--- src/rtl/alu_arbiter.sv ---
// rtl/alu_arbiter.sv - two-requester arbiter sharing one alu, with registered operand steering and response
module alu_arbiter #(
    parameter int XLEN      = 32,
    parameter bit RR_ENABLE = 1'b1
) (
    input  logic            clk,
    input  logic            rst,
    input  logic            req0_valid,
    output logic            req0_ready,
    input  logic [XLEN-1:0] req0_op1,
    input  logic [XLEN-1:0] req0_op2,
    input  logic [2:0]      req0_funct3,
    input  logic            req0_funct7,
    input  logic            req1_valid,
    output logic            req1_ready,
    input  logic [XLEN-1:0] req1_op1,
    input  logic [XLEN-1:0] req1_op2,
    input  logic [2:0]      req1_funct3,
    input  logic            req1_funct7,
    output logic            rsp0_valid,
    input  logic            rsp0_ready,
    output logic            rsp1_valid,
    input  logic            rsp1_ready,
    output logic [XLEN-1:0] rsp_data,
    output logic            busy,
    output logic [XLEN-1:0] adder_op1,
    output logic [XLEN-1:0] adder_op2,
    output logic [XLEN-1:0] shifter_op1,
    output logic [XLEN-1:0] shifter_op2,
    output logic [XLEN-1:0] comperator_op1,
    output logic [XLEN-1:0] comperator_op2,
    output logic [2:0]      funct3,
    output logic            funct7,
    input  logic [XLEN-1:0] adder_rsv,
    input  logic [XLEN-1:0] shifter_rsv,
    input  logic [XLEN-1:0] comparator_rsv
);

    typedef enum logic [1:0] {IDLE = 2'd0, EXEC = 2'd1, RESP = 2'd2} state_t;

    state_t          state;
    logic            last_grant;
    logic            owner;
    logic            grant;
    logic            fire;
    logic [XLEN-1:0] in_op1;
    logic [XLEN-1:0] in_op2;
    logic [2:0]      in_f3;
    logic            in_f7;

    function automatic logic is_shift(input logic [2:0] f);
        return (f == 3'b001) || (f == 3'b101);
    endfunction

    function automatic logic is_cmp(input logic [2:0] f);
        return (f == 3'b010) || (f == 3'b011);
    endfunction

    // grant = 1 selects requester 1; round-robin favours whoever was not served last
    always_comb begin
        grant = 1'b0;
        if (req0_valid && req1_valid)
            grant = RR_ENABLE ? ~last_grant : 1'b0;
        else if (req1_valid)
            grant = 1'b1;
    end

    assign req0_ready = !rst && (state == IDLE) && req0_valid && !grant;
    assign req1_ready = !rst && (state == IDLE) && req1_valid && grant;
    assign fire       = req0_ready || req1_ready;
    assign busy       = (state != IDLE);

    assign in_op1 = grant ? req1_op1    : req0_op1;
    assign in_op2 = grant ? req1_op2    : req0_op2;
    assign in_f3  = grant ? req1_funct3 : req0_funct3;
    assign in_f7  = grant ? req1_funct7 : req0_funct7;

    always_ff @(posedge clk) begin
        if (rst) begin
            state          <= IDLE;
            last_grant     <= 1'b1;
            owner          <= 1'b0;
            rsp0_valid     <= 1'b0;
            rsp1_valid     <= 1'b0;
            rsp_data       <= '0;
            adder_op1      <= '0;
            adder_op2      <= '0;
            shifter_op1    <= '0;
            shifter_op2    <= '0;
            comperator_op1 <= '0;
            comperator_op2 <= '0;
            funct3         <= '0;
            funct7         <= 1'b0;
        end else begin
            case (state)
                IDLE: begin
                    if (fire) begin
                        // operand ports double as the captured request during EXEC
                        owner          <= grant;
                        adder_op1      <= (!is_shift(in_f3) && !is_cmp(in_f3)) ? in_op1 : '0;
                        adder_op2      <= (!is_shift(in_f3) && !is_cmp(in_f3)) ? in_op2 : '0;
                        shifter_op1    <= is_shift(in_f3) ? in_op1 : '0;
                        shifter_op2    <= is_shift(in_f3) ? in_op2 : '0;
                        comperator_op1 <= is_cmp(in_f3) ? in_op1 : '0;
                        comperator_op2 <= is_cmp(in_f3) ? in_op2 : '0;
                        funct3         <= in_f3;
                        funct7         <= ((in_f3 == 3'b000) || (in_f3 == 3'b101)) ? in_f7 : 1'b0;
                        state          <= EXEC;
                    end
                end
                EXEC: begin
                    if (is_shift(funct3))
                        rsp_data <= shifter_rsv;
                    else if (is_cmp(funct3))
                        rsp_data <= comparator_rsv;
                    else
                        rsp_data <= adder_rsv;
                    adder_op1      <= '0;
                    adder_op2      <= '0;
                    shifter_op1    <= '0;
                    shifter_op2    <= '0;
                    comperator_op1 <= '0;
                    comperator_op2 <= '0;
                    funct3         <= '0;
                    funct7         <= 1'b0;
                    rsp0_valid     <= !owner;
                    rsp1_valid     <= owner;
                    state          <= RESP;
                end
                RESP: begin
                    if ((!owner && rsp0_ready) || (owner && rsp1_ready)) begin
                        rsp0_valid <= 1'b0;
                        rsp1_valid <= 1'b0;
                        last_grant <= owner;
                        state      <= IDLE;
                    end
                end
                default: state <= IDLE;
            endcase
        end
    end

endmodule

--- config.mk ---
export PLATFORM = sky130hd
export DESIGN_NAME = alu_arbiter
export DESIGN_NICKNAME = d
export VERILOG_FILES = /design/src/rtl/alu_arbiter.sv
export SDC_FILE = /design/constraint.sdc
export NUM_CORES = 1
export LEC_CHECK = 0
export CORE_AREA = 5 5 182 184
export CTS_CLUSTER_SIZE = 8
export DETAILED_ROUTE_END_ITERATION = 10
export DIE_AREA = 0 0 187 189
export PLACE_DENSITY = 0.66
export SYNTH_ARGS = -nofsm -noshare
export SYNTH_HDL_FRONTEND = slang
export SYNTH_SLANG_ARGS = --single-unit
--- constraint.sdc ---
create_clock -name clk -period 2 [get_ports clk]
set_clock_uncertainty 0.1 [all_clocks]
set_input_delay 0.3 -clock clk [delete_from_list [all_inputs] [get_ports clk]]
set_output_delay 0.3 -clock clk [all_outputs]
set_load 0.01 [all_outputs]
* Word level (Yosys, flattened, before mapping)
Cells that the tools add are included.
** Word-level totals
- Bits in registers :: 234
- Input port bits :: 238
- Output and inout port bits :: 233
- Word-level logic and storage cells :: 95
** Operators by class
- Equality and inequality tests :: 12
- Mux-type cells :: 37
- Bitwise logic cells :: 1
- Reductions and logical operators :: 31
** Operators by type and width (count)
- $mux 32 :: 16
- $pmux 32 s2 :: 6
- $eq 3x2->1 const B :: 4
- $reduce_and 2->1 :: 5
- $logic_and 1x1->1 :: 9
- $logic_or 1x1->1 :: 7
- $eq 3x1->1 const B :: 2
- $eq 3x3->1 const B :: 2
- $mux 1 :: 6
- $mux 3 :: 2
- $pmux 1 s2 :: 3
- $pmux 2 s3 :: 1
- $pmux 3 s2 :: 1
- $reduce_bool 2->1 :: 3
- $logic_not 1->1 :: 5
- $mux 2 :: 2
- $ne 2x2->1 const B :: 2
- $logic_not 3->1 :: 1
- $eq 2x1->1 const B :: 1
- $eq 2x2->1 const B :: 1
- $logic_not 2->1 :: 1
- $not 1->1 :: 1

* Depth between registers and ports, before layout
Gate-level depths: netlist of run 1.
- Word-level depth :: 10
- Mapped depth :: 7
- Gate-level depth less buffers :: 5

* Worst setup path before layout of run 1
No wires, ideal clock.
- Kind :: reg-to-reg
- Start point :: register last_grant
- End point :: register adder_op2[10]
- Setup time :: 126 ps
- Arrival time :: 1265 ps
- Required time :: 1774 ps
- Slack :: 509 ps
- Stages on the path, launching flop included :: 7
- Path buffers :: 3
- Clock period less this slack :: 1491 ps
- Cells stage by stage :: dfxtp_1 a21boi_2 buf_6 buf_8 buf_8 mux2i_1 o2bb2ai_1
** On the way
- Word-level cells in the longest chain between the ends :: 10
- Elaborated cells on any way between the ends :: 22
- Those cells by class :: 5 x eq/ne; 6 x mux; 1 x bitwise; 10 x reduce/logical
** RTL lines
- start: declaration :: line 42 : logic last_grant;
- start signal: assignment :: line 134 : last_grant <= owner;
- $not 1->1 * :: line 63 : grant = RR_ENABLE ? ~last_grant : 1'b0;
- $mux 1 * :: line 62 : if (req0_valid && req1_valid)
- $mux 3 :: line 75 : assign in_f3 = grant ? req1_funct3 : req0_funct3;
- $eq 3x1->1 (tied with other cells) :: line 52 : return (f == 3'b001) || (f == 3'b101);
- $logic_or 1x1->1 (on tied branches) :: line 52, 56
- $logic_not 1->1 :: line 101 : adder_op2 <= (!is_shift(in_f3) && !is_cmp(in_f3)) ? in_op2 : '0;
- $logic_and 1x1->1 :: line 101
- $mux 32 :: line 101
- $mux 32 :: line 97 : if (fire) begin
- $pmux 32 s2 :: line 95 : case (state)
- end signal: assignment :: line 101
- end: declaration :: line 27 : output logic [XLEN-1:0] adder_op2,
Mark *: on every way between the ends. The rest lies on a longest branch, timed or not. The select of a mux whose other input is x is not followed.
A chain may end at the register's enable or synchronous reset.

* Worst setup path after layout of run 1
- Start point :: register funct3[2]
- End point :: output port funct3[2]
** RTL lines
- start: declaration :: line 32 : output logic [2:0] funct3,
- start signal: assignment :: line 106 : funct3 <= in_f3;
No word-level cell between the ends.

==> run metrics, run 1 <==
mean post-synth cell area 11.8 um2; Die W 187 um; Worst slew margin 71.4%; Clk pwr share 41.1%; CP Class reg2out; Core ar. 31200 um2; Final ANT Viol Nets 0; DR pass1 iterations 4; CP Capture Point funct3[2]; GP Congestion 0.816; Fin. Hold Viols 0; critical path's top delay family buffers and inverters; Slew Limit Fails 0; Iter 0 DRT Violations 258; slowest CP cell clkdlybuf4s50_1; Residual DRC 0; crit path DAT 1.54 ns; Die ar. 35300 um2; first-pass GRT wire length 53200 um; syn nets 1024; min cycle time layout 1.94 ns; via count 8417; flop2flop setup slack 0.25 ns; CP Capture Type output pin; Root Driver clkbuf_16; port bufs 470; Rows 65; TritonCTS Buffers 36; most frequent cells in the layout 467 x clkdlybuf4s50_1, 230 x dfxtp_1, 179 x o2bb2ai_1, 98 x mux2i_1, 54 x buf_4; crit-path max FO 9; Longest Clk Path Bufs 3; capture point of the worst reg-to-reg path adder_op1[27]; largest net degree at the start of global routing 60; antenna violations before repair 0; P_int 9620 uW; design area 15800 um2; Vias/cell 4.94; Post-Syn Instances 786; period utilization 96.9%; Netlist cell types 42; clk slew on worst S/H paths 0.05 ns; Synth async-reset ratio 0%; Post-DP HPWL 25800 um; H-tree levels 2; Initial Util 29.6%; Critical Path Start Type register; Max Cap Viol 0; chip height 189 um; critical path depth 1; GRT overflow 0; fmax 0.516 GHz; Post-synth EDFFs 0; Cell Pwr Density 820 nW/um2; CTS sink count 234; Worst Path Required 1.60 ns; n_diodes 0; Sw Share 25.6%; Tot GR Track Use 18.6%; WL/cell 20.5 um; Fillers 2782; # hold bufs at CTS 0; Reg2Reg Depth 5; maximum vdd drop 0.000577 V; final wirelength 34900 um; final setup violation count 0; placed cell area 14800 um2; layout cells sized above 1 11.6%; CP max stage delay 0.58 ns; Flop pwr share 39.4%; Leak Pwr 0.00563 uW; Buf/Inv on CP 1; CTS tree built; vias in the first global route 8856; Most used DFF post-synth dfxtp_1; Seq/Total Area, Yosys 50.6%; placed cells 1658; most common cell after layout, fill and taps aside clkdlybuf4s50_1; flop and latch count out of synthesis 234; Setup crit start funct3[2]; Worst R2R Start last_grant; Layout Area Growth over Synthesis 70.3%; Finished Layout Cells 1703; clk_lat worst skew 0.49 ns; Comb pwr share 19.5%; I/O Pins 471; Tightest Pin Transition 0.417 ns; Warnings, synthesis 0; Mapped Area 9260 um2; net switching power 3310 uW; crit path cell chain clkdlybuf4s50_1; nets 1532; outcome finished clean; Hold Path Class reg2reg
==> logic make-up after synthesis <==
group	Yosys count	share of synthesized area, %
DFF	234	50.6
muxes	98	10.6
AOI/OAI and AO/OA	313	28.6
xor gates and xnor gates	2	0.189
buffers and inverters	76	5.72
and+or+nand+nor	63	4.28
==> worst min-delay path by stage <==
| stage | from | cells past startpoint | endpoint | slack, ns |
|---|---|---|---|---|
| 6_report | comperator_op2[24] | 1 | comperator_op2[24] | 0.36 |
| 5_1_grt | adder_op2[9] | 1 | adder_op2[9] | 0.37 |
| 4_1_cts | comperator_op2[24] | 1 | comperator_op2[24] | 0.36 |
| 3_5_place_dp | adder_op1[2] | 1 | adder_op1[2] | 0.35 |
| 3_3_place_gp | shifter_op1[28] | 1 | shifter_op1[28] | 0.34 |
| 2_1_floorplan | req1_funct3[0] | 2 | funct3[0] | 0.36 |
==> power groups by stage <==
stage | Sequential (uW) | Clock, uW | Combinational, uW
2_1_floorplan | 5270 | 0 | 968
3_3_place_gp | 5180 | 0 | 2510
3_5_place_dp | 5180 | 0 | 2530
4_1_cts | 5100 | 5470 | 2540
5_1_grt | 5120 | 5700 | 2700
6_report | 5100 | 5310 | 2520
==> final cells by class <==
| type | instances | area, um2 | area share, % |
|---|---|---|---|
| Clock buffer | 42 | 943 | 5.98 |
| Sequential cell | 234 | 4690 | 29.8 |
| Tap cell | 402 | 503 | 3.19 |
| Clock inverter | 3 | 33.8 | 0.214 |
| Inverter | 2 | 10.0 | 0.0635 |
| Timing Repair Buffer | 544 | 5510 | 34.9 |
| Multi-Input combinational cell | 476 | 4080 | 25.9 |
==> synthesized netlist by cell type (4+ instances only) <==
| library cell | count | share of area (%) |
|---|---|---|
| buf_2 | 34 | 1.8 |
| o2bb2ai_2 | 13 | 2.1 |
| a22o_1 | 32 | 3.0 |
| buf_6 | 21 | 2.6 |
| o2bb2ai_1 | 179 | 17 |
| mux2i_1 | 98 | 11 |
| a21oi_1 | 39 | 2.1 |
| nand2_1 | 7 | 0.28 |
| nor2_1 | 9 | 0.36 |
| o21ai_0 | 4 | 0.22 |
| clkbuf_1 | 10 | 0.41 |
| dfxtp_1 | 234 | 51 |
| nor2b_1 | 34 | 2.3 |
| a211oi_1 | 32 | 2.6 |
| buf_4 | 4 | 0.32 |
==> through the flow <==
stage	worst slack (ns)	hold slack (ns)	TNS, ns	util (%)	total power, uW
after floorplan	0.509	0.360	0	-	6230
after global placement	-0.179	0.344	-21.97	47.3	7690
after detailed placement	-0.198	0.345	-29.24	47.3	7710
after CTS	-0.0869	0.360	-0.141	50.4	13100
after global routing	-0.0175	0.371	-0.0175	50.5	13500
final	0.0627	0.356	0	50.5	12900
==> what timing repair did <==
action / 4_1_cts / 5_1_grt
resized for setup: 6 / 6
endpoints found under the setup margin: 4 / 2
setup buffers: 0 / 0
==> metal layers <==
layer | vias to the layer above | routed length [um] | track usage (%)
met3 | 48 | 3090 | 7.23
met1 | 3964 | 14500 | 22.2
met4 | 0 | 705 | 4.32
met2 | 351 | 16600 | 31.8
li1 | 4054 | - | -
met5 | - | 0 | 0
==> state kept, by name (all words and copies together) (netlist names), 2 cells and up <==
name and flops:
funct3 3, shifter_op2 32, shifter_op1 32, adder_op2 32, state 2, adder_op1 32
comperator_op2 32, rsp_data 32, comperator_op1 32
Power figures use the tool's default switching activity.
==> inputs of run 2 (changes only) <==
- CELL_PAD_IN_SITES_DETAIL_PLACEMENT: default -> 0
- CELL_PAD_IN_SITES_GLOBAL_PLACEMENT: default -> 1
- GPL_TIMING_DRIVEN: default -> 0
- PLACE_DENSITY: 0.66 -> 0.83
- SLEW_MARGIN: default -> 20
==> run 2 against run 1 <==
Net effect: core utilization decreased by 1.0 points; critical path type unchanged; worst setup slack got worse by 0.032 ns; fmax decreased by 1.6%; critical endpoint is now req0_ready; sequential power about the same; die area unchanged; sequential share of layout area increased by 0.58 points; first-iteration DRC count increased by 33%; register-to-register slack got worse by 0.13 ns; global-route usage increased by 2.4 points; largest cell class unchanged; clock power decreased by 2%; non-clock buffer count unchanged.
==> run metrics, run 2 (synthesized netlist as in run 1, its figures left out) <==
outcome finished clean; Hold Path Class in2reg; critical path's top delay family simple AND/OR/NAND/NOR gates; Iter 0 DRT Violations 342; layout cells sized above 1 10.6%; Fillers 2828; Vias/cell 4.98; TritonCTS Buffers 35; design area 15400 um2; via count 8473; final wirelength 39000 um; CTS tree built; dpl ws -0.617 ns; crit path DAT 1.57 ns; RSZ-0062 raised after global routing true; crit path cell chain buf_4 > nor3_2 > and3_2 > clkdlybuf4s15_2; Rows 65; CP max stage delay 0.30 ns; most frequent cells in the layout 465 x clkdlybuf4s50_1, 233 x dfxtp_1, 179 x o2bb2ai_1, 93 x mux2i_1, 39 x a21oi_1; chip height 189 um; GRT overflow 0; Die W 187 um; port bufs 470; CP Class reg2out; Buf/Inv on CP 2; # hold bufs at CTS 0; Final WS setup 0.0306 ns; CTS sink count 234; antenna violations before repair 1; DR pass1 iterations 4; Die ar. 35300 um2; area of the multi-input gates 4070 um2; Critical Path Start Type register; placed cell area 14500 um2; Root Driver clkbuf_16; Worst Path Required 1.60 ns; Max Cap Viol 0; period utilization 98.5%; final setup violation count 0; WL/cell 22.9 um; worst hold slack 0.321 ns; Longest Clk Path Bufs 3; slowest CP cell dfxtp_1; setup bufs post-CTS 0; Tightest Pin Transition 0.679 ns; Post-DP HPWL 29800 um; Fin. Hold Viols 0; Core ar. 31200 um2; Tot GR Track Use 21.0%; Slew Limit Fails 0; most common cell after layout, fill and taps aside clkdlybuf4s50_1; Residual DRC 0; clk slew on worst S/H paths 0.05 ns; clk_lat worst skew 0.49 ns; first-pass GRT wire length 58000 um; GP Congestion 0.872; Leak Pwr 0.00551 uW; fmax 0.508 GHz; CP Capture Type output pin; H-tree levels 2; Cell Pwr Density 828 nW/um2; largest net degree at the start of global routing 11; min cycle time layout 1.97 ns; Layout Area Growth over Synthesis 66.8%; flip-flop and latch area 4690 um2; nets 1531; Initial Util 29.6%; Final ANT Viol Nets 0; maximum vdd drop 0.000555 V; vias in the first global route 9157; I/O Pins 471; crit-path max FO 10; Worst slew margin 53.4%
## run 2: cell count changes in the layout (fill, tap and decap cells not counted), sizes merged
cell           delta
buf              -10
clkbuf            +7
clkdlybuf4s50     -2
dlygate4sd2       +2
diode             +1
inv               -1
## run 2: cell type report
| type | count | share of cell area, % |
|---|---|---|
| diodes | 1 | 0.0162 |
| plain buffers | 74 | 3.41 |
| clock buffers | 39 | 5.90 |
| clock inverters | 2 | 0.211 |
| inverters | 2 | 0.0648 |
| multi-input cells | 476 | 26.4 |
| flip-flops and latches | 234 | 30.3 |
| well taps | 402 | 3.26 |
| repair buffers | 470 | 30.4 |
## run 2: what timing repair did
| item | in CTS | in global routing |
|---|---|---|
| pin swaps | 0 | 1 |
| gates resized for setup | 16 | 8 |
| endpoints found under the setup margin | 19 | 182 |
| cloned | 0 | 0 |
| endpoints found under the hold margin | 0 | 0 |
## run 2: worst register-to-register path, cell delays in order (launching register included)
cell	delay [ns]
dfxtp_2	0.33
a21boi_2	0.13
buf_6	0.20
buf_8	0.23
buf_8	0.19
mux2i_1	0.45
o2bb2ai_1	0.12
## run 2: final timing paths
check	start	end	slack [ns]	depth (start not counted)
worst max register to register	last_grant	shifter_op2[9]	0.12	6
worst max-delay path	state[0]	req0_ready	0.03	4
worst min-delay path	req1_valid	funct7	0.32	3
worst min register to register	shifter_op2[17]	shifter_op2[17]	0.36	1
## run 2: per-layer routing
metal	vias up	track usage, %	wire [um]
li1	4045	-	-
met5	-	0	0
met4	0	5.97	1060
met3	64	8.28	3420
met1	3984	23.7	15700
met2	380	36.7	18700
## run 2: power breakdown
group / internal [uW] / switching [uW]
Clock: 3180 / 2040
Combinational: 1290 / 1190
Sequential: 4930 / 153
## run 2: stage by stage
stage	power, uW	util [%]	instances	TNS [ns]
after floorplan	6230	-	786	0
after CTS	12900	49.4	1699	0
after global placement	7630	46.3	1658	-88.30
after detailed placement	7650	46.3	1658	-89.29
after global routing	13300	49.4	1699	-0.0301
final	12800	49.5	1700	0
==> inputs of run 3 (changes only) <==
- CORE_AREA: 5 5 182 184 -> 2 2 184 186
- DIE_AREA: 0 0 187 189 -> 0 0 186 188
- PLACE_DENSITY: 0.83 -> 0.79
==> run 3 against run 2 <==
Net effect: sequential share of layout area fell by 0.097 points; sequential power barely moved; register-to-register slack barely moved; hold slack got worse by 0.020 ns; via count rose by 1.7%; critical path type unchanged; total power rose by 0.11%; cell count rose by 2.9%.
==> run metrics, run 3 (synthesized netlist as in run 1, its figures left out) <==
largest net degree at the start of global routing 11; Worst slew margin 56.0%; # hold bufs at CTS 0; maximum vdd drop 0.000412 V; vias in the first global route 9053; Tightest Pin Transition 0.657 ns; layout cells sized above 1 10.5%; Hold Path Stages 3; crit-path max FO 8; Layout Area Growth over Synthesis 67.4%; I/O Pins 471; Fin. Hold Viols 0; antenna violations before repair 4; min cycle time layout 1.91 ns; CP Capture Type output pin; most common cell after layout, fill and taps aside clkdlybuf4s50_1; fmax 0.522 GHz; Max Cap Viol 0; Vias/cell 4.92; GRT overflow 0; clk_lat worst skew 0.50 ns; period utilization 95.7%; Final WS setup 0.0854 ns; GP Congestion 0.832; Initial Util 28.0%; Die ar. 35000 um2; via count 8615; WL/cell 21.4 um; CTS tree built; CTS sink count 234; Root Driver clkbuf_16; Die W 186 um; CP Class reg2out; port bufs 470; nets 1530; outcome finished clean; chip height 188 um; Leak Pwr 0.00552 uW; Critical Path Start Type register; Reg2Reg Depth 4; Worst Path Required 1.60 ns; area of the multi-input gates 4060 um2; final wirelength 37500 um; Tot GR Track Use 20.8%; final setup violation count 0; Post-DP HPWL 28200 um; Rows 67; H-tree levels 2; Residual DRC 0; RSZ-0062 raised after global routing false; worst hold slack 0.301 ns; crit path DAT 1.51 ns; clk slew on worst S/H paths 0.05 ns; Iter 0 DRT Violations 327; Final ANT Viol Nets 0; Fillers 3063; TritonCTS Buffers 35; DR pass1 iterations 5; Hold Path Class in2reg; dpl ws -0.569 ns; Cell Pwr Density 826 nW/um2; most frequent cells in the layout 465 x clkdlybuf4s50_1, 232 x dfxtp_1, 179 x o2bb2ai_1, 97 x mux2i_1, 39 x a21oi_1; first-pass GRT wire length 55800 um; flip-flop and latch area 4690 um2; Longest Clk Path Bufs 3; Core ar. 33100 um2; Slew Limit Fails 0
## run 3: final timing paths
kind | from | end | slack, ns
worst max-delay path | state[1] | req1_ready | 0.09
worst min-delay path | req1_valid | funct7 | 0.30
worst max register to register | funct3[1] | rsp_data[30] | 0.13
worst min register to register | adder_op2[21] | adder_op2[21] | 0.35
## run 3: routing by layer
metal	up-vias	wire length, um	share of wire, %	global-route usage (%)
met5	-	0	0	0
met4	0	1280	3.4	8.63
met3	72	3430	9.2	6.49
met2	412	17800	47	35.4
met1	4071	15000	40	24.1
li1	4060	-	-	-
## run 3: worst max-delay path, cell delays in order, from the launching register on
cell     delay (ns)
dfxtp_1        0.39
or2_4          0.30
nor3_2         0.16
buf_2          0.17
## run 3: cell type report
class	count	area share (%)
antenna	4	0.0646
buffer	73	3.36
clock buffer	41	6.00
clock inverter	2	0.161
inverter	2	0.0646
multi-input combinational	476	26.2
sequential	234	30.2
tap	448	3.62
timing repair buffer	470	30.3
## run 3: timing repair
item,CTS,global route
endpoints found under the setup margin,5,66
gates resized for setup,15,11
buffers inserted,0,0
## run 3: per-stage QoR
step                      utilization [%]  total power [uW]  cells  setup TNS [ns]  area (um2)
after CTS                            46.7             13000   1746               0       15500
final                                46.8             12800   1750               0       15500
after floorplan                         -              6230    786               0        9260
after global routing                 46.8             13300   1750               0       15500
after detailed placement             43.9              7640   1704          -94.69       14500
after global placement               43.9              7630   1704          -91.68       14500
## run 3: where the power goes
group          switching [uW]  internal [uW]  leakage, uW  total [uW]
clock                    2020           3240     0.000467        5260
sequential                163           4930      0.00190        5100
combinational            1160           1280      0.00315        2450
